--- src/rtl/trinity_pkg.sv ---
// rtl/trinity_pkg.sv - shared constants and state type for the trinity resonance harmonizer
package trinity_pkg;

    localparam int FP_W  = 32;
    localparam int DIV_W = 48;

    // e, pi and phi in unsigned 16.16 fixed point
    localparam logic [FP_W-1:0] FP_E   = 32'h0002B7E1;
    localparam logic [FP_W-1:0] FP_PI  = 32'h0003243F;
    localparam logic [FP_W-1:0] FP_PHI = 32'h00019E37;

    typedef enum logic [1:0] {
        IDLE = 2'd0,
        DIV  = 2'd1,
        ADD  = 2'd2,
        DONE = 2'd3
    } harm_state_t;

endpackage

--- src/rtl/trinity_fp_divider.sv ---
// rtl/trinity_fp_divider.sv - restoring divider, one quotient bit per cycle; HARMONIC_SAT_EN saturates the quotient
module trinity_fp_divider
    import trinity_pkg::*;
(
    input  logic             clk,
    input  logic             reset,
    input  logic             start,
    input  logic             abort,
    input  logic [DIV_W-1:0] dividend,
    input  logic [FP_W-1:0]  divisor,
    output logic             busy,
    output logic             done,
    output logic [FP_W-1:0]  quotient,
    output logic             q_sat
);

    localparam logic [5:0] LAST_STEP = 6'(DIV_W - 1);

    // dividend bits leave at the top while quotient bits enter at the bottom
    logic [DIV_W-1:0] acc_q, acc_d;
    logic [FP_W-1:0]  rem_q, rem_d;
    logic [FP_W-1:0]  dsr_q, dsr_d;
    logic [5:0]       cnt_q, cnt_d;
    logic             busy_q, busy_d;
    logic [FP_W:0]    rem_shift;
    logic             q_bit;

    always_comb begin
        rem_shift = {rem_q, acc_q[DIV_W-1]};
        q_bit     = (rem_shift >= {1'b0, dsr_q});
        acc_d     = acc_q;
        rem_d     = rem_q;
        dsr_d     = dsr_q;
        cnt_d     = cnt_q;
        busy_d    = busy_q;
        if (abort) begin
            busy_d = 1'b0;
        end else if (start) begin
            acc_d  = dividend;
            rem_d  = '0;
            dsr_d  = divisor;
            cnt_d  = '0;
            busy_d = 1'b1;
        end else if (busy_q) begin
            // the true difference is below 2^32, so the low word subtraction is exact
            rem_d = q_bit ? (rem_shift[FP_W-1:0] - dsr_q) : rem_shift[FP_W-1:0];
            acc_d = {acc_q[DIV_W-2:0], q_bit};
            cnt_d = cnt_q + 6'd1;
            if (cnt_q == LAST_STEP) begin
                busy_d = 1'b0;
            end
        end
    end

    always_ff @(posedge clk) begin
        if (reset) begin
            acc_q  <= '0;
            rem_q  <= '0;
            dsr_q  <= '0;
            cnt_q  <= '0;
            busy_q <= 1'b0;
        end else begin
            acc_q  <= acc_d;
            rem_q  <= rem_d;
            dsr_q  <= dsr_d;
            cnt_q  <= cnt_d;
            busy_q <= busy_d;
        end
    end

    assign busy = busy_q;
    assign done = busy_q && (cnt_q == LAST_STEP);

`ifdef HARMONIC_SAT_EN
    assign q_sat    = |acc_q[DIV_W-1:FP_W];
    assign quotient = q_sat ? '1 : acc_q[FP_W-1:0];
`else
    assign q_sat    = 1'b0;
    assign quotient = acc_q[FP_W-1:0];
`endif

endmodule

--- src/rtl/trinity_resonance_harmonizer.sv ---
// rtl/trinity_resonance_harmonizer.sv - Gh = T + e/T in 16.16; HARMONIC_SAT_EN enables saturation
module trinity_resonance_harmonizer
    import trinity_pkg::*;
(
    input  logic            clk,
    input  logic            reset,
    input  logic            lock_in,
    input  logic [FP_W-1:0] t_in,
    input  logic            in_valid,
    output logic            in_ready,
    output logic [FP_W-1:0] gh_out,
    output logic            out_valid,
    input  logic            out_ready,
    output logic            div_zero,
    output logic            sat,
    output logic            abort_pulse
);

    harm_state_t     state_q, state_d;
    logic [FP_W-1:0] t_q, t_d;
    logic [FP_W-1:0] gh_q, gh_d;
    logic            dz_q, dz_d;
    logic            sat_q, sat_d;
    logic            abort_q, abort_d;

    logic            accept;
    logic            div_start, div_abort, div_busy, div_done, q_sat;
    logic [FP_W-1:0] quotient;
    logic [FP_W-1:0] sum_val;
    logic            carry;

    assign in_ready  = (state_q == IDLE) && lock_in;
    assign accept    = in_valid && in_ready;
    assign div_start = accept && (t_in != '0);
    assign div_abort = div_busy && !lock_in;

    trinity_fp_divider u_div (
        .clk      (clk),
        .reset    (reset),
        .start    (div_start),
        .abort    (div_abort),
        .dividend ({FP_E, 16'h0000}),
        .divisor  (t_in),
        .busy     (div_busy),
        .done     (div_done),
        .quotient (quotient),
        .q_sat    (q_sat)
    );

`ifdef HARMONIC_SAT_EN
    logic [FP_W:0] sum_full;
    assign sum_full = {1'b0, t_q} + {1'b0, quotient};
    assign carry    = sum_full[FP_W];
    assign sum_val  = carry ? '1 : sum_full[FP_W-1:0];
`else
    assign carry    = 1'b0;
    assign sum_val  = t_q + quotient;
`endif

    always_comb begin
        state_d = state_q;
        t_d     = t_q;
        gh_d    = gh_q;
        dz_d    = dz_q;
        sat_d   = sat_q;
        abort_d = 1'b0;
        case (state_q)
            IDLE: begin
                if (accept) begin
                    t_d = t_in;
                    if (t_in == '0) begin
                        gh_d    = '1;
                        dz_d    = 1'b1;
                        sat_d   = 1'b0;
                        state_d = DONE;
                    end else begin
                        state_d = DIV;
                    end
                end
            end
            DIV: begin
                if (!lock_in) begin
                    abort_d = 1'b1;
                    state_d = IDLE;
                end else if (div_done) begin
                    state_d = ADD;
                end
            end
            ADD: begin
                if (!lock_in) begin
                    abort_d = 1'b1;
                    state_d = IDLE;
                end else begin
                    gh_d    = sum_val;
                    dz_d    = 1'b0;
                    sat_d   = q_sat | carry;
                    state_d = DONE;
                end
            end
            DONE: begin
                // lock loss is ignored here so a finished result is never dropped
                if (out_ready) begin
                    state_d = IDLE;
                end
            end
            default: state_d = IDLE;
        endcase
    end

    always_ff @(posedge clk) begin
        if (reset) begin
            state_q <= IDLE;
            t_q     <= '0;
            gh_q    <= '0;
            dz_q    <= 1'b0;
            sat_q   <= 1'b0;
            abort_q <= 1'b0;
        end else begin
            state_q <= state_d;
            t_q     <= t_d;
            gh_q    <= gh_d;
            dz_q    <= dz_d;
            sat_q   <= sat_d;
            abort_q <= abort_d;
        end
    end

    assign gh_out      = gh_q;
    assign div_zero    = dz_q;
    assign sat         = sat_q;
    assign abort_pulse = abort_q;
    assign out_valid   = (state_q == DONE);

endmodule

--- config.mk ---
export PLATFORM = sky130hd
export DESIGN_NAME = trinity_resonance_harmonizer
export DESIGN_NICKNAME = d
export VERILOG_FILES = /design/src/rtl/trinity_pkg.sv /design/src/rtl/trinity_fp_divider.sv /design/src/rtl/trinity_resonance_harmonizer.sv
export SDC_FILE = /design/constraint.sdc
export NUM_CORES = 1
export LEC_CHECK = 0
export ABC_AREA = 1
export ABC_CLOCK_PERIOD_IN_PS = 6000
export CAP_MARGIN = 20
export CORE_UTILIZATION = 70
export CTS_BUF_LIST = sky130_fd_sc_hd__clkbuf_4 sky130_fd_sc_hd__clkbuf_8 sky130_fd_sc_hd__clkbuf_16
export DETAILED_ROUTE_END_ITERATION = 10
export DONT_BUFFER_PORTS = 1
export PLACE_DENSITY = 0.95
export SKIP_CTS_REPAIR_TIMING = 1
export SLEW_MARGIN = 20
export SYNTH_ARGS = -nofsm -noshare
export SYNTH_HDL_FRONTEND = slang
export SYNTH_SLANG_ARGS = --single-unit
--- constraint.sdc ---
create_clock -name clk -period 6 [get_ports clk]
set_input_delay 1.2 -clock clk [delete_from_list [all_inputs] [get_ports clk]]
set_output_delay 1.2 -clock clk [all_outputs]
set_load 0.03 [all_outputs]
==> metrics.yaml <==
seqCellArea_sq_um: 3740
synth-async-reset-ratio_pct: 0
r2r_start: "state_q[0]"
synth_ff_type: "dfxtp_1"
h-tree-depth: 4
grt_max_degree: 139
ant_nets: 0
vias_per_cell: 5.85
synth_fp_nets: 1920
final_layout_size_suffix_gt1_share_pct: 5.20
skew_ns: 0.0134
hold_viol: 0
final.setup.tns_ns: 0
tightestPinTransition_ns: 1.08
r2r_end: "gh_out[24]"
first_global_vias: 10900
grt_pass1_wl_um: 52300
diodes: 0
required_ns: 6.34
die_y_um: 132
finalCritPeriodShare_pct: 62.6
cts_tree: "done"
path_common_cell: "nand2_1"
maxCapViolCount: 0
drcViolationCount: 0
die_x_um: 132
drtIter0Drc: 1163
grt_usage_pct: 37.5
worst_path_max_delay_cell: "inv_2"
crit_arrival_ns: 4.10
synth_area_sq_um: 11700
start_kind: "input pin"
die_area_sq_um: 17300
drv_slew: 0
design_area_sq_um: 12300
min_path_cells: 2
numPortBuffers: 0
instances_no_fill: 2003
timing.slew.headroom_pct: 28.1
cts_buffers: 17
crit_buf_inv: 5
worstHoldPathType: "flip-flop to flip-flop"
crit_path_end_kind: "flip-flop"
clock_sinks: 187
hp-start: "u_div.acc_q[42]"
synth_seq_cells: 187
fmax_ghz: 0.266
syn_to_final_growth_pct: 4.87
powerDensity_nw_per_um2: 420
pre_cts_slack_ns: 1.88
rsz0062_at_grt: "false"
ir_drop_v: 0.000392
routabilityCongestion: 0.974
synthesis.instances: 1812
finalSetupViolCount: 0
placed_cells: 1972
clk_latency_ns: 0.44
use_met3_pct: 6.06
fill_cells: 1290
nets: 1883
met2_usage_pct: 63.1
row_count: 46
critPathMaxFanout: 36
ys_types: 47
wirelength_um: 32900
dr.pass1.iters: 6
hold_path_end: "u_div.acc_q[42]"
fp.coreArea_sq_um: 16100
fin_ws_ns: 2.25
clkTransAtPathRegs_ns: 0.08
yosysWarnings: 0
dp_hpwl_um: 23800
clock_path_buffers: 2
gr-total-overflow: 0
post-route-min-period_ns: 3.75
place_area_sq_um: 11700
leakage_uw: 0.00574
antenna_found_initial: 0
initial_core_util_pct: 72.9
status: "completed"
crit_family: "buffers and inverters"
cts-root-buf: "clkbuf_16"
use_met1_pct: 48.5
vias: 11700
cp_cell_sequence: "nand2_1 -> inv_2 -> nand2_2 -> inv_2 -> nand2_1 -> o21ai_2 -> buf_4 -> nand2_1 -> inv_2 -> nand2_1 -> o21bai_1 -> inv_1"
cpPeakStageDelay_ns: 0.64
reg2regPathDepth: 14
r2r_setup_slack_ns: 2.25
worstSetupPathType: "input pin to flip-flop"
ys_seq_area_share_pct: 31.9
grt_busiest_layer: "met2"
multi_input_area_sq_um: 6790
synth-edff-count: 0
wl_per_cell_um: 16.4
syn_area_per_cell_sq_um: 6.48
ios: 74
[sequential cells by signal (all words and copies together) (netlist names)]
signal and flops:
u_div.acc_q 48, gh_out 32, t_q 32, u_div.dsr_q 32, u_div.rem_q 32, u_div.cnt_q 6
state_q 2, abort_pulse 1, div_zero 1, u_div.busy 1
[where the power goes]
part / total (uW) / switching, uW / internal (uW)
Combinational: 2520 / 1720 / 804
Sequential: 1500 / 145 / 1360
Clock: 1150 / 524 / 624
[cells by family (layout without fill, tap and decap cells)]
family	count (synthesis)	count (layout)	share of synthesized area, %
other cells	1	1	0.0319
xor+xnor	22	22	1.64
compound gates	324	324	15.2
fa+ha+maj	71	71	7.69
flops	187	187	31.9
buf+inv	300	275	10.3
simple gates	907	907	33.3
[worst max-delay path by stage]
stage	startpoint	depth (start not counted)	endpoint	slack, ns
6_report	lock_in	12	gh_out[24]	2.25
5_1_grt	state_q[1]	14	gh_out[30]	1.91
4_1_cts	lock_in	12	gh_out[24]	2.32
3_5_place_dp	lock_in	12	gh_out[30]	1.88
3_3_place_gp	lock_in	12	gh_out[24]	2.03
2_1_floorplan	lock_in	2	in_ready	3.42
[layer usage]
metal  vias up  wire length (um)
li1       5715                 -
met1      5385             14200
met2       522             15400
met3        93              2360
met4         0               957
met5         -                 0
[final cells by class]
class / count / area share (%)
sequential: 187 / 30.4
inverter: 241 / 7.34
clock buffer: 17 / 3.45
tap: 216 / 2.19
multi-input combinational: 1325 / 55.1
clock inverter: 14 / 1.33
timing repair buffer: 3 / 0.183
[worst reg2reg max path, delay by kind of cell (launching register included)]
family          cells  cell delay [ns]
compound gates      2             0.21
fa+ha+maj           1             0.25
buf+inv             6             1.71
flops               1             0.33
simple gates        5             1.16
[layout by cell type (no fill, tap or decap), types with 3 or more instances in the layout]
master and instances:
o221a_2 8, o221a_1 3, nand2_2 5, ha_1 69
a31oi_1 9, nand3_1 97, clkinvlp_4 3, nor2_8 3
dfxtp_1 187, o21bai_1 9, buf_4 3, nand2_1 609
nor3_1 7, inv_8 4, nand3b_2 8, o21ai_0 56
nand4_1 13, inv_1 234, o21a_1 5, a21o_1 11
xnor2_1 20, nor2_1 113, a21oi_1 216, nand3b_1 21
clkbuf_16 17, nor2_2 7, nand2_4 3, or2_2 9
inv_2 7
[per-stage QoR]
stage	power, uW	util [%]	hold slack [ns]
2_1_floorplan	3540	-	0.440
3_3_place_gp	3910	72.8	0.443
3_5_place_dp	3980	72.8	0.449
4_1_cts	5120	76.4	0.459
5_1_grt	5530	76.4	0.478
6_report	5170	76.4	0.462
[Yosys cell counts (all sizes together) (2+ instances only)]
cell,count,area [sq um]
nand4,13,81.3
inv,241,905
nor4,2,12.5
nor2,125,551
o221a,11,124
xnor2,20,175
clkbuf,29,110
nand3,99,513
or2,9,56.3
o21a,5,37.5
xor2,2,17.5
nand2,617,2350
a21o,11,82.6
nand3b,30,268
dfxtp,187,3740
buf,30,200
o21ai,58,298
ha,69,863
a21oi,216,1080
and2,2,12.5
a31oi,9,56.3
nor3,9,55.1
o21bai,9,67.6
fa,2,40.0
(Power assumes the default switching activity.)
